File: config.mk
export PLATFORM = sky130hd
export DESIGN_NAME = scan_chain_ctrl
export DESIGN_NICKNAME = d
export VERILOG_FILES = /design/src/rtl/scan_chain_ctrl.sv
export SDC_FILE = /design/constraint.sdc
export NUM_CORES = 1
export LEC_CHECK = 0
export CAP_MARGIN = 20
export CORE_AREA = 2 2 107 109
export DETAILED_ROUTE_END_ITERATION = 6
export DIE_AREA = 0 0 109 111
export PLACE_DENSITY = 0.76
export SETUP_SLACK_MARGIN = 0.3
export SLEW_MARGIN = 20
export SYNTH_ARGS = -nofsm -noshare
export SYNTH_HDL_FRONTEND = slang
export SYNTH_SLANG_ARGS = --single-unit
File: constraint.sdc
create_clock -name CK -period 4.7 [get_ports CK]
set_clock_uncertainty 0.2 [all_clocks]
set_input_delay 1.175 -clock CK [delete_from_list [all_inputs] [get_ports CK]]
set_output_delay 1.175 -clock CK [all_outputs]
set_load 0.005 [all_outputs]
File: src/rtl/scan_chain_ctrl.sv
// Scan chain controller: serializes a test pattern onto SI, runs one capture cycle,
// then unloads SO into a parallel response. Optional MISR on SO enabled by SCAN_MISR_EN.
//
// state   | meaning
// IDLE    | waiting for a pattern, pat_ready high
// LOAD    | shifting pattern into chain, SE=1, MSB first
// CAPTURE | single functional cycle, SE=0
// UNLOAD  | shifting chain out via SO, SE=1, SI=0
// DONE    | response valid, waiting for rsp_ready
module scan_chain_ctrl #(
  parameter int CHAIN_LEN = 32,
  parameter int CNT_W     = 6
) (
  input  logic                 CK,
  input  logic                 RESET,
  input  logic                 pat_valid,
  output logic                 pat_ready,
  input  logic [CHAIN_LEN-1:0] pat_data,
  output logic                 rsp_valid,
  input  logic                 rsp_ready,
  output logic [CHAIN_LEN-1:0] rsp_data,
  output logic                 SE,
  output logic                 SI,
  input  logic                 SO,
  output logic                 busy,
  input  logic                 sig_clr,
  output logic [15:0]          sig
);

  localparam logic [2:0] IDLE    = 3'd0;
  localparam logic [2:0] LOAD    = 3'd1;
  localparam logic [2:0] CAPTURE = 3'd2;
  localparam logic [2:0] UNLOAD  = 3'd3;
  localparam logic [2:0] DONE    = 3'd4;

  localparam logic [CNT_W-1:0] LAST = CNT_W'(CHAIN_LEN - 1);

  logic [2:0]           state_q, state_d;
  logic [CNT_W-1:0]     cnt_q, cnt_d;
  logic [CHAIN_LEN-1:0] pat_sr_q, pat_sr_d;
  logic [CHAIN_LEN-1:0] rsp_sr_q, rsp_sr_d;
  logic [CHAIN_LEN-1:0] rsp_data_q, rsp_data_d;

  always_comb begin
    state_d    = state_q;
    cnt_d      = cnt_q;
    pat_sr_d   = pat_sr_q;
    rsp_sr_d   = rsp_sr_q;
    rsp_data_d = rsp_data_q;
    case (state_q)
      IDLE: begin
        if (pat_valid) begin
          pat_sr_d = pat_data;
          cnt_d    = '0;
          state_d  = LOAD;
        end
      end
      LOAD: begin
        pat_sr_d = {pat_sr_q[CHAIN_LEN-2:0], 1'b0};
        if (cnt_q == LAST) state_d = CAPTURE;
        else               cnt_d   = cnt_q + 1'b1;
      end
      CAPTURE: begin
        cnt_d   = '0;
        state_d = UNLOAD;
      end
      UNLOAD: begin
        rsp_sr_d = {rsp_sr_q[CHAIN_LEN-2:0], SO};
        if (cnt_q == LAST) begin
          state_d    = DONE;
          rsp_data_d = rsp_sr_d;
        end else begin
          cnt_d = cnt_q + 1'b1;
        end
      end
      DONE: begin
        if (rsp_ready) state_d = IDLE;
      end
      default: state_d = IDLE;
    endcase
  end

  always_ff @(posedge CK or posedge RESET) begin
    if (RESET) begin
      state_q    <= IDLE;
      cnt_q      <= '0;
      pat_sr_q   <= '0;
      rsp_sr_q   <= '0;
      rsp_data_q <= '0;
    end else begin
      state_q    <= state_d;
      cnt_q      <= cnt_d;
      pat_sr_q   <= pat_sr_d;
      rsp_sr_q   <= rsp_sr_d;
      rsp_data_q <= rsp_data_d;
    end
  end

  // SE/SI come only from flops so the chain never sees input-driven glitches
  assign pat_ready = (state_q == IDLE);
  assign rsp_valid = (state_q == DONE);
  assign busy      = (state_q != IDLE);
  assign SE        = (state_q == LOAD) || (state_q == UNLOAD);
  assign SI        = (state_q == LOAD) && pat_sr_q[CHAIN_LEN-1];
  assign rsp_data  = rsp_data_q;

`ifdef SCAN_MISR_EN
  logic [15:0] sig_q, sig_d;
  logic        fb;

  always_comb begin
    fb    = sig_q[15] ^ SO;
    sig_d = sig_q;
    if (sig_clr)                 sig_d = '0;
    else if (state_q == UNLOAD)  sig_d = {sig_q[14:0], 1'b0} ^ (fb ? 16'h1021 : 16'h0000);
  end

  always_ff @(posedge CK or posedge RESET) begin
    if (RESET) sig_q <= '0;
    else       sig_q <= sig_d;
  end

  assign sig = sig_q;
`else
  logic unused_sig_clr;
  assign unused_sig_clr = sig_clr;
  assign sig            = '0;
`endif

endmodule

Word level (Yosys, flattened, before mapping)
Index checks and enable logic that the tools add are counted.

storage, ports and cells
  flip-flop bits (word level) = 104
  bits of input ports = 38
  output and inout port bits = 53
  word-level logic and storage cells = 37

cells by class
  $add $sub $neg = 1
  eq/ne operators = 10
  reductions and logical operators = 11
  multiplexer cells = 10

operator list
  kind                                                                      count
  32-bit case mux with 2 select lines                                       1
  32-bit two-way mux                                                        1
  6-bit case mux with 3 select lines                                        1
  3-bit case mux with 5 select lines                                        1
  3-bit two-way mux                                                         4
  6-bit two-way mux                                                         2
  2-bit inequality test (second input constant)                             4
  6-bit by 1-bit adder with 6-bit output (second input constant)            1
  3-bit by 2-bit == test with 1-bit output (second input constant)          2
  6-bit by 5-bit == test with 1-bit output (second input constant)          1
  3-bit nonzero test                                                        2
  2-bit AND reduction                                                       2
  4-bit AND reduction                                                       1
  3-bit by 1-bit == test with 1-bit output (second input constant)          1
  3-bit == test (second input constant)                                     1
  3-bit logical NOT                                                         1
  3-bit AND reduction                                                       1
  2-bit by 1-bit inequality test with 1-bit output (second input constant)  1
  2-bit nonzero test                                                        1
  2-bit OR reduction                                                        1
  1-bit logical AND                                                         1
  1-bit logical OR                                                          1

Logic depth before layout (Yosys ltp)
Gate-level depths: netlist of the first run.

  depth in word-level cells = 4
  mapped depth = 6
  depth with buffers taken out = 4

Worst setup path after synthesis of the first run
OpenSTA, ideal clock, no wires.

  path type = reg-to-output
  start point = register state_q[1]
  end point = output port SI
  path buffers = 3
  slack = 2.037 ns
  cell stages (with the launch flop) = 6
  required time = 3.325 ns
  arrival = 1.288 ns
  cells stage by stage = dfrtp_1 buf_2 or3b_1 buf_2 buf_2 nor2_1

on the way
  longest elaborated chain between the ends = 2

ends and longest elaborated chain
  element                                   RTL line  RTL
  start: declaration                        38        logic [2:0] state_q, state_d;
  start signal: assignment                  91        state_q <= state_d;
  3-bit by 1-bit == test with 1-bit output  104       assign SI = (state_q == LOAD) && pat_sr_q[CHAIN_LEN-1];
  1-bit logical AND                         104
  end: declaration                          23        output logic SI,

No other way between the ends.

Final worst setup path of the first run
  start point = register state_q[0]
  end point = output port SI

Same word-level chain as after synthesis.

==> metrics.md, run 1 <==
| Metric | Value |
|---|---|
| Crit path arrival time | about 2.2 ns |
| Biggest area consumer among synthesized cells | dfrtp_1 |
| Hold Fails Final Rpt | 0 |
| Vias per std cell | roughly 5.0 |
| DRT Wirelength | roughly 7.7 mm |
| Max-Slew Margin vs Limit | 29.4% |
| Critical path depth | 4 |
| 1st-iter DRT viols | 110 |
| Detail Placement HPWL | 5.16 mm |
| CTS root buf | clkbuf_16 |
| Largest net degree at the start of global routing | 54 |
| Tot Pwr | 2.86 mW |
| Synthesis-to-finish area growth | 22.5% |
| R2r setup slk | 1.93 ns |
| Final setup viols | 0 |
| Standard-cell rows | 39 |
| PwrDens | 509 nW/µm² |
| Synth Flop Type | dfrtp_1 |
| Flop pwr share | 45.8% |
| Number of I/O pins | 91 |
| CP Class | register to output port |
| First-pass GRT wire length | 13.4 mm |
| Number of diodes | 0 |
| NetSw | about 870 µW |
| Mapped Area | 4590 µm² |
| Max-capacitance violation count | 0 |
| CP max FO | 34 |
| CTS Buf Count | 9 |
| Critical Path Slowest Stage Cell | dfrtp_1 |
| Mux share of post-synthesis cell area | 17.8% |
| Fill cell count | 954 |
| FF/Latch Area | 2600 µm² |
| Least-Margin Pin Slew | 1.06 ns |
| R2R Path End | rsp_sr_q[24]$_DFFE_PP0N_ |
| Leak pwr | ~2.5 nW |
| Max clock buf depth | 2 |
| Die X | 109 µm |
| Vias in the first global route | 2,716 |
| Final #Nets | 430 |
| Post-Synth Simple-Gate Area | 8.59% |
| Die height | ~110 µm |
| CP Data Required Time | roughly 3.3 ns |
| Synth cell count leaders | 104 x dfrtp_1, 34 x mux2_2, 32 x nand2b_1, 30 x o221a_2, 29 x mux2_4 |
| Worst setup SP type | register |
| Post-cts sizing count | 0 |
| Status | finished clean |
| Setup Total Neg Slack | 0 ns |
| CP startpoint | state_q[0]$_DFFE_PP0P_ |
| CP Cell Sequence | or3b_1, buf_4, nor2_1, clkdlybuf4s50_1 |
| Mapped Avg Cell Area | 14.1 µm² |
| Critical Path End | SI |
| Worst-Skew Late Latency | 0.33 ns |
| Core area | approximately 11,000 µm² |
| Worst min path class | register to register |
| Top-area cell type share of the netlist area | 56.7% |
| Gpl congestion | 0.789 |
| Synth warnings | 0 |
| # hold bufs at CTS | 0 |
| Die area | 12,100 µm² |
| Family with the most delay on the worst path | buffers and inverters |
| Synth cell types | 35 |
| Internal power | 1.99 mW |
| Post-route DRC violation count | 0 |
| Number of I/O port buffers | 73 |
| Tcrit/Tclk final | roughly 75% |
| VDD IR max | 0.246 mV |
| Main combinational cell family by area after synthesis | multiplexers |
| Cells after Synth | 325 |
| Compound-Gate Fraction of Synth Area | 10.0% |
| Yosys reg bits | 104 |
| Clock power share | between 20% and 30% |
| R2R depth | 5 |
| Clk sinks | 104 |
| Multi-input logic area | 1760 µm² |
| Crit-path max cell delay | around 0.56 ns |
| Synth Area in XOR/XNOR | 0.382% |
| Worst flop-to-flop path startpoint | state_q[2]$_DFFE_PP0P_ |
| Count leader, synth | dfrtp_1 |
| Clk slew on worst S/H paths | 0.07 ns |
| Post-Synth Adder-Cell Area | less than 1% |
| Drt first pass iters | 4 |
| Total GRT Usage | 13.9% |
| Via count | roughly 2,700 |
| Sw frac | between 30% and 40% |
| Antenna violations before repair | 0 |
| Setup bufs post-CTS | 0 |
| Async S/R FF share, synth | 100% |
| Synth top area cells | dfrtp_1 57%, mux2_4 9.5%, mux2_2 8.3% |
| Seq/Total Area, Yosys | 56.7% |
| Starting density of the core | 41.4% |
| Crit end category | output port |
| Fmax | between 200 and 300 MHz |
| EDFF count, synth | 0 |
| CTS tree | yes |
| Comb power frac | between 30% and 40% |
| Post-layout min period | ~3.5 ns |
| Worst Path Buf+Inv | 2 |
| Final Max Slew Viols | 0 |
| H-tree levels | 3 |
| Final ANT Viol Nets | 0 |
| RSZ-0062 raised after global routing | false |
| DR WL/cell | 14.4 µm |
| Total grt overflow | 0 |
| Share of post-route cells with drive strength above 1 | 29.4% |
cell families (layout without fill, tap and decap cells):
kind of cell | count (synthesis) | in the layout
AO/OA/AOI/OAI | 50 | 50
XOR/XNOR | 2 | 2
adder cells (fa/ha/maj) | 1 | 1
buffers and inverters | 43 | 98
flip-flops | 104 | 104
multiplexers | 63 | 63
other | 1 | 16
AND/OR/NAND/NOR | 61 | 61
worst reg2reg max path, delay by kind of cell (launching register included):
family / cells / cell delay (ns)
buf+inv: 2 / 0.46
flops: 1 / 0.60
mux: 1 / 0.35
simple gates: 2 / 1.06
final cells by class:
cell class	count	area share, %
Tap cell	143	3.18
Clock buffer	9	4.01
Sequential cell	104	46.3
Multi-Input combinational cell	193	31.4
Clock inverter	6	0.935
Timing Repair Buffer	77	13.8
Inverter	6	0.445
power by group through the flow:
stage / combinational, mW / clock [mW] / sequential (mW)
2_1_floorplan: 0.724 / 0 / 1.26
3_3_place_gp: 0.836 / 0 / 1.31
6_report: 0.859 / 0.691 / 1.31
5_1_grt: 0.944 / 0.757 / 1.35
3_5_place_dp: 0.876 / 0 / 1.32
4_1_cts: 0.872 / 0.715 / 1.31
routing by layer:
metal / vias to the layer above / share of wire, % / GRT usage [%]
li1: 1277 / - / -
met1: 1343 / 47 / 19.3
met2: 74 / 47 / 21.7
met3: 10 / 5.0 / 3.12
met4: 0 / 1.1 / 3.85
met5: - / 0 / 0
cells in the final DEF (no fill, tap or decap), types with 2 or more instances in the layout:
| cell | instances |
|---|---|
| buf_4 | 3 |
| clkdlybuf4s50_1 | 73 |
| a21oi_1 | 2 |
| inv_6 | 2 |
| clkinvlp_4 | 2 |
| o221a_2 | 30 |
| nand2_1 | 8 |
| nand2b_1 | 32 |
| mux2_2 | 34 |
| and2_1 | 2 |
| xor2_1 | 2 |
| inv_1 | 5 |
| nand3_1 | 5 |
| dfrtp_1 | 104 |
| mux2_4 | 29 |
| o211ai_1 | 3 |
| clkbuf_16 | 9 |
| or3_1 | 2 |
| conb_1 | 16 |
| nor2_1 | 2 |
| o21ai_0 | 11 |
worst min path at each step:
stage	startpoint	endpoint	slack (ns)	cells past startpoint
floorplan	rsp_sr_q[30]$_DFFE_PP0N_	rsp_data[31]$_DFFE_PP0P_	0.28	1
global placement	rsp_sr_q[30]$_DFFE_PP0N_	rsp_data[31]$_DFFE_PP0P_	0.29	1
detailed placement	rsp_data[31]$_DFFE_PP0P_	rsp_data[31]$_DFFE_PP0P_	0.30	1
CTS	rsp_sr_q[30]$_DFFE_PP0N_	rsp_sr_q[30]$_DFFE_PP0N_	0.31	1
global route	rsp_sr_q[30]$_DFFE_PP0N_	rsp_sr_q[30]$_DFFE_PP0N_	0.32	1
finish	rsp_data[31]$_DFFE_PP0P_	rsp_data[31]$_DFFE_PP0P_	0.31	1
flip-flops by register name, indices dropped and copies added (netlist names):
register  count
pat_sr_q     32
rsp_sr_q     31
cnt_q         6
rsp_data     32
state_q       3
metrics by stage:
stage	utilization, %	instances	hold slack (ns)	setup WS (ns)	instance area (µm²)
6_report	50.7	538	0.313	1.15	5620
5_1_grt	50.7	538	0.320	1.01	5620
4_1_cts	50.7	538	0.313	1.12	5620
3_5_place_dp	48.2	523	0.297	1.32	5340
3_3_place_gp	48.2	523	0.289	1.35	5340
2_1_floorplan	-	340	0.276	0.593	4640
No activity file was read; power rests on OpenSTA's default activity.
==> run 2, diff against run 1 <==
--- a/config.mk
+++ b/config.mk
@@ -9,7 +9,7 @@
 export CORE_AREA = 2 2 107 109
 export DETAILED_ROUTE_END_ITERATION = 6
 export DIE_AREA = 0 0 109 111
-export PLACE_DENSITY = 0.76
+export PLACE_DENSITY = 0.79
 export SETUP_SLACK_MARGIN = 0.3
 export SLEW_MARGIN = 20
 export SYNTH_ARGS = -nofsm -noshare
==> constraint.sdc (replaced) <==
create_clock -name CK -period 3.08 [get_ports CK]
set_clock_uncertainty 0.2 [all_clocks]
set_input_delay 0.77 -clock CK [delete_from_list [all_inputs] [get_ports CK]]
set_output_delay 0.77 -clock CK [all_outputs]
set_load 0.005 [all_outputs]
==> metrics.md, run 2 (synthesis gave the netlist of run 1 again) <==
| Metric | Value |
|---|---|
| Status | finished clean |
| Setup Total Neg Slack | 0 ns (unchanged) |
| Drt first pass iters | 5 (+1) |
| Worst min path class | register to register |
| CP Data Required Time | 2.11 ns (-1.21 ns) |
| Post-layout min period | between 2 and 3 ns |
| Worst setup SP type | register |
| Gpl congestion | 0.726 (-7.9%) |
| CTS tree | yes |
| DP Cell Count | 527 (+0.76%) |
| First-pass GRT wire length | 13.7 mm (+2.1%) |
| CP max FO | 2 (-94%) |
| Fmax | 374 MHz |
| Worst-Skew Late Latency | 0.34 ns (about the same) |
| CTS root buf | clkbuf_16 |
| CP startpoint | state_q[1]$_DFFE_PP0P_ |
| PwrDens | 791 nW/µm² (+55%) |
| Max-capacitance violation count | 0 (unchanged) |
| Vias in the first global route | 2,792 (+2.8%) |
| Crit end category | output port |
| Crit path arrival time | 1.70 ns (-0.47 ns) |
| Clk slew on worst S/H paths | 0.07 ns (about the same) |
| 1st-iter DRT viols | 118 (+7.3%) |
| Leak pwr | 2.61 nW (+4.1%) |
| VDD IR max | 0.352 mV (+43%) |
| CTS Buf Count | 9 (unchanged) |
| Internal power | 3.18 mW (+60%) |
| Die height | 111 µm (unchanged) |
| H-tree levels | 3 (unchanged) |
| Number of I/O port buffers | 73 (unchanged) |
| Clk sinks | 104 (unchanged) |
| Max-Slew Margin vs Limit | 44.2% (+15 points) |
| Worst flop-to-flop path startpoint | cnt_q[2]$_DFFE_PP0P_ |
| Die area | 12,100 µm² (unchanged) |
| Comb power frac | 31.1% (+1.1 points) |
| Final Max Slew Viols | 0 (unchanged) |
| Total grt overflow | 0 (unchanged) |
| Starting density of the core | 41.4% (unchanged) |
| Commonest non-fill, non-tap cell in the layout | dfrtp_1 |
| DR WL/cell | 15.0 µm (+4.1%) |
| Clock power share | 25.4% (+1.2 points) |
| Number of I/O pins | 91 (unchanged) |
| Least-Margin Pin Slew | 0.835 ns (-0.220 ns) |
| Tcrit/Tclk final | around 87% |
| Standard-cell rows | 39 (unchanged) |
| Post-route DRC violation count | 0 (unchanged) |
| Layout Cells excl Fill | 549 (+2.0%) |
| Antenna violations before repair | 0 (unchanged) |
| Via count | 2,763 (+2.2%) |
| Number of diodes | 0 (unchanged) |
| Final #Nets | 440 (+2.3%) |
| Final ANT Viol Nets | 0 (unchanged) |
| Die X | 109 µm (unchanged) |
| NetSw | 1.36 mW (+57%) |
| Flop pwr share | 43.5% (-2.3 points) |
| RSZ-0062 raised after global routing | false |
| Detail Placement HPWL | 5.64 mm (+9.3%) |
| Total GRT Usage | 14.4% (+0.52 points) |
| Core area | 11,100 µm² (unchanged) |
| Most frequent cells in the layout | 103 x dfrtp_1, 70 x clkdlybuf4s50_1, 34 x mux2_2 |
| Max clock buf depth | 2 (unchanged) |
| Synthesis-to-finish area growth | 25.3% |
| Worst hold start | rsp_data[21]$_DFFE_PP0P_ |
| CP Class | register to output port |
| Hold Fails Final Rpt | 0 (unchanged) |
| Final setup viols | 0 (unchanged) |
| Sw frac | 30.0% (-0.29 points) |
| Largest net degree at the start of global routing | 59 (+9.3%) |
| Share of post-route cells with drive strength above 1 | 32.3% (+2.9 points) |
| Vias per std cell | 5.03 (+0.13%) |
| DRT Wirelength | 8.23 mm (+6.2%) |
run 2: stage by stage:
step	hold WS (ns)	total power, mW	setup WS (ns)	util [%]	area, µm²
final	0.312	4.54	0.406	51.9	5750
after global routing	0.323	4.80	0.325	51.9	5750
after CTS	0.317	4.59	0.303	51.8	5740
after detailed placement	0.298	3.37	0.470	48.5	5370
after global placement	0.289	3.28	0.483	48.5	5370
after floorplan	0.276	3.02	0.822	-	4650
run 2: power by group through the flow:
| stage | logic [mW] | clock network (mW) | registers, mW |
|---|---|---|---|
| after CTS | 1.43 | 1.19 | 1.98 |
| final | 1.41 | 1.15 | 1.98 |
| after global placement | 1.31 | 0 | 1.97 |
| after floorplan | 1.11 | 0 | 1.92 |
| after detailed placement | 1.38 | 0 | 1.99 |
| after global routing | 1.54 | 1.24 | 2.03 |
run 2: worst max-delay path: stages, from the launching register on:
cell and delay (ns):
dfrtp_1 0.39, buf_6 0.12, or3_4 0.39, clkdlybuf4s50_1 0.46
run 2: cell type report:
class / instances / area [µm²]
well taps: 143 / 179
fillers: 914 / 5330
flip-flops and latches: 104 / 2600
clock buffers: 10 / 229
repair buffers: 87 / 860
inverters: 6 / 26.3
clock inverters: 6 / 72.6
multi-input cells: 193 / 1780
run 2: repair_timing:
action                     CTS  global route
setup buffers                6             0
hold buffers                 0             0
setup endpoints to repair    3             3
hold endpoints to repair     0             0
gates resized for setup      8             3
run 2: metal layers:
layer | share of wire [%] | track usage (%)
met1 | 47 | 19.5
met2 | 47 | 22.4
met3 | 5.3 | 4.06
met4 | 1.0 | 4.10
met5 | 0 | 0
run 2: final timing paths:
path,slack [ns],end,cells after the start
max in group asynchronous,1.43,state_q[2]$_DFFE_PP0P_,3
min in group asynchronous,0.61,rsp_data[7]$_DFFE_PP0P_,2
hold reg to reg,0.31,rsp_data[21]$_DFFE_PP0P_,1
setup / recovery,0.41,busy,3
hold / removal,0.31,rsp_data[21]$_DFFE_PP0P_,1
setup reg to reg,0.60,rsp_data[9]$_DFFE_PP0P_,3
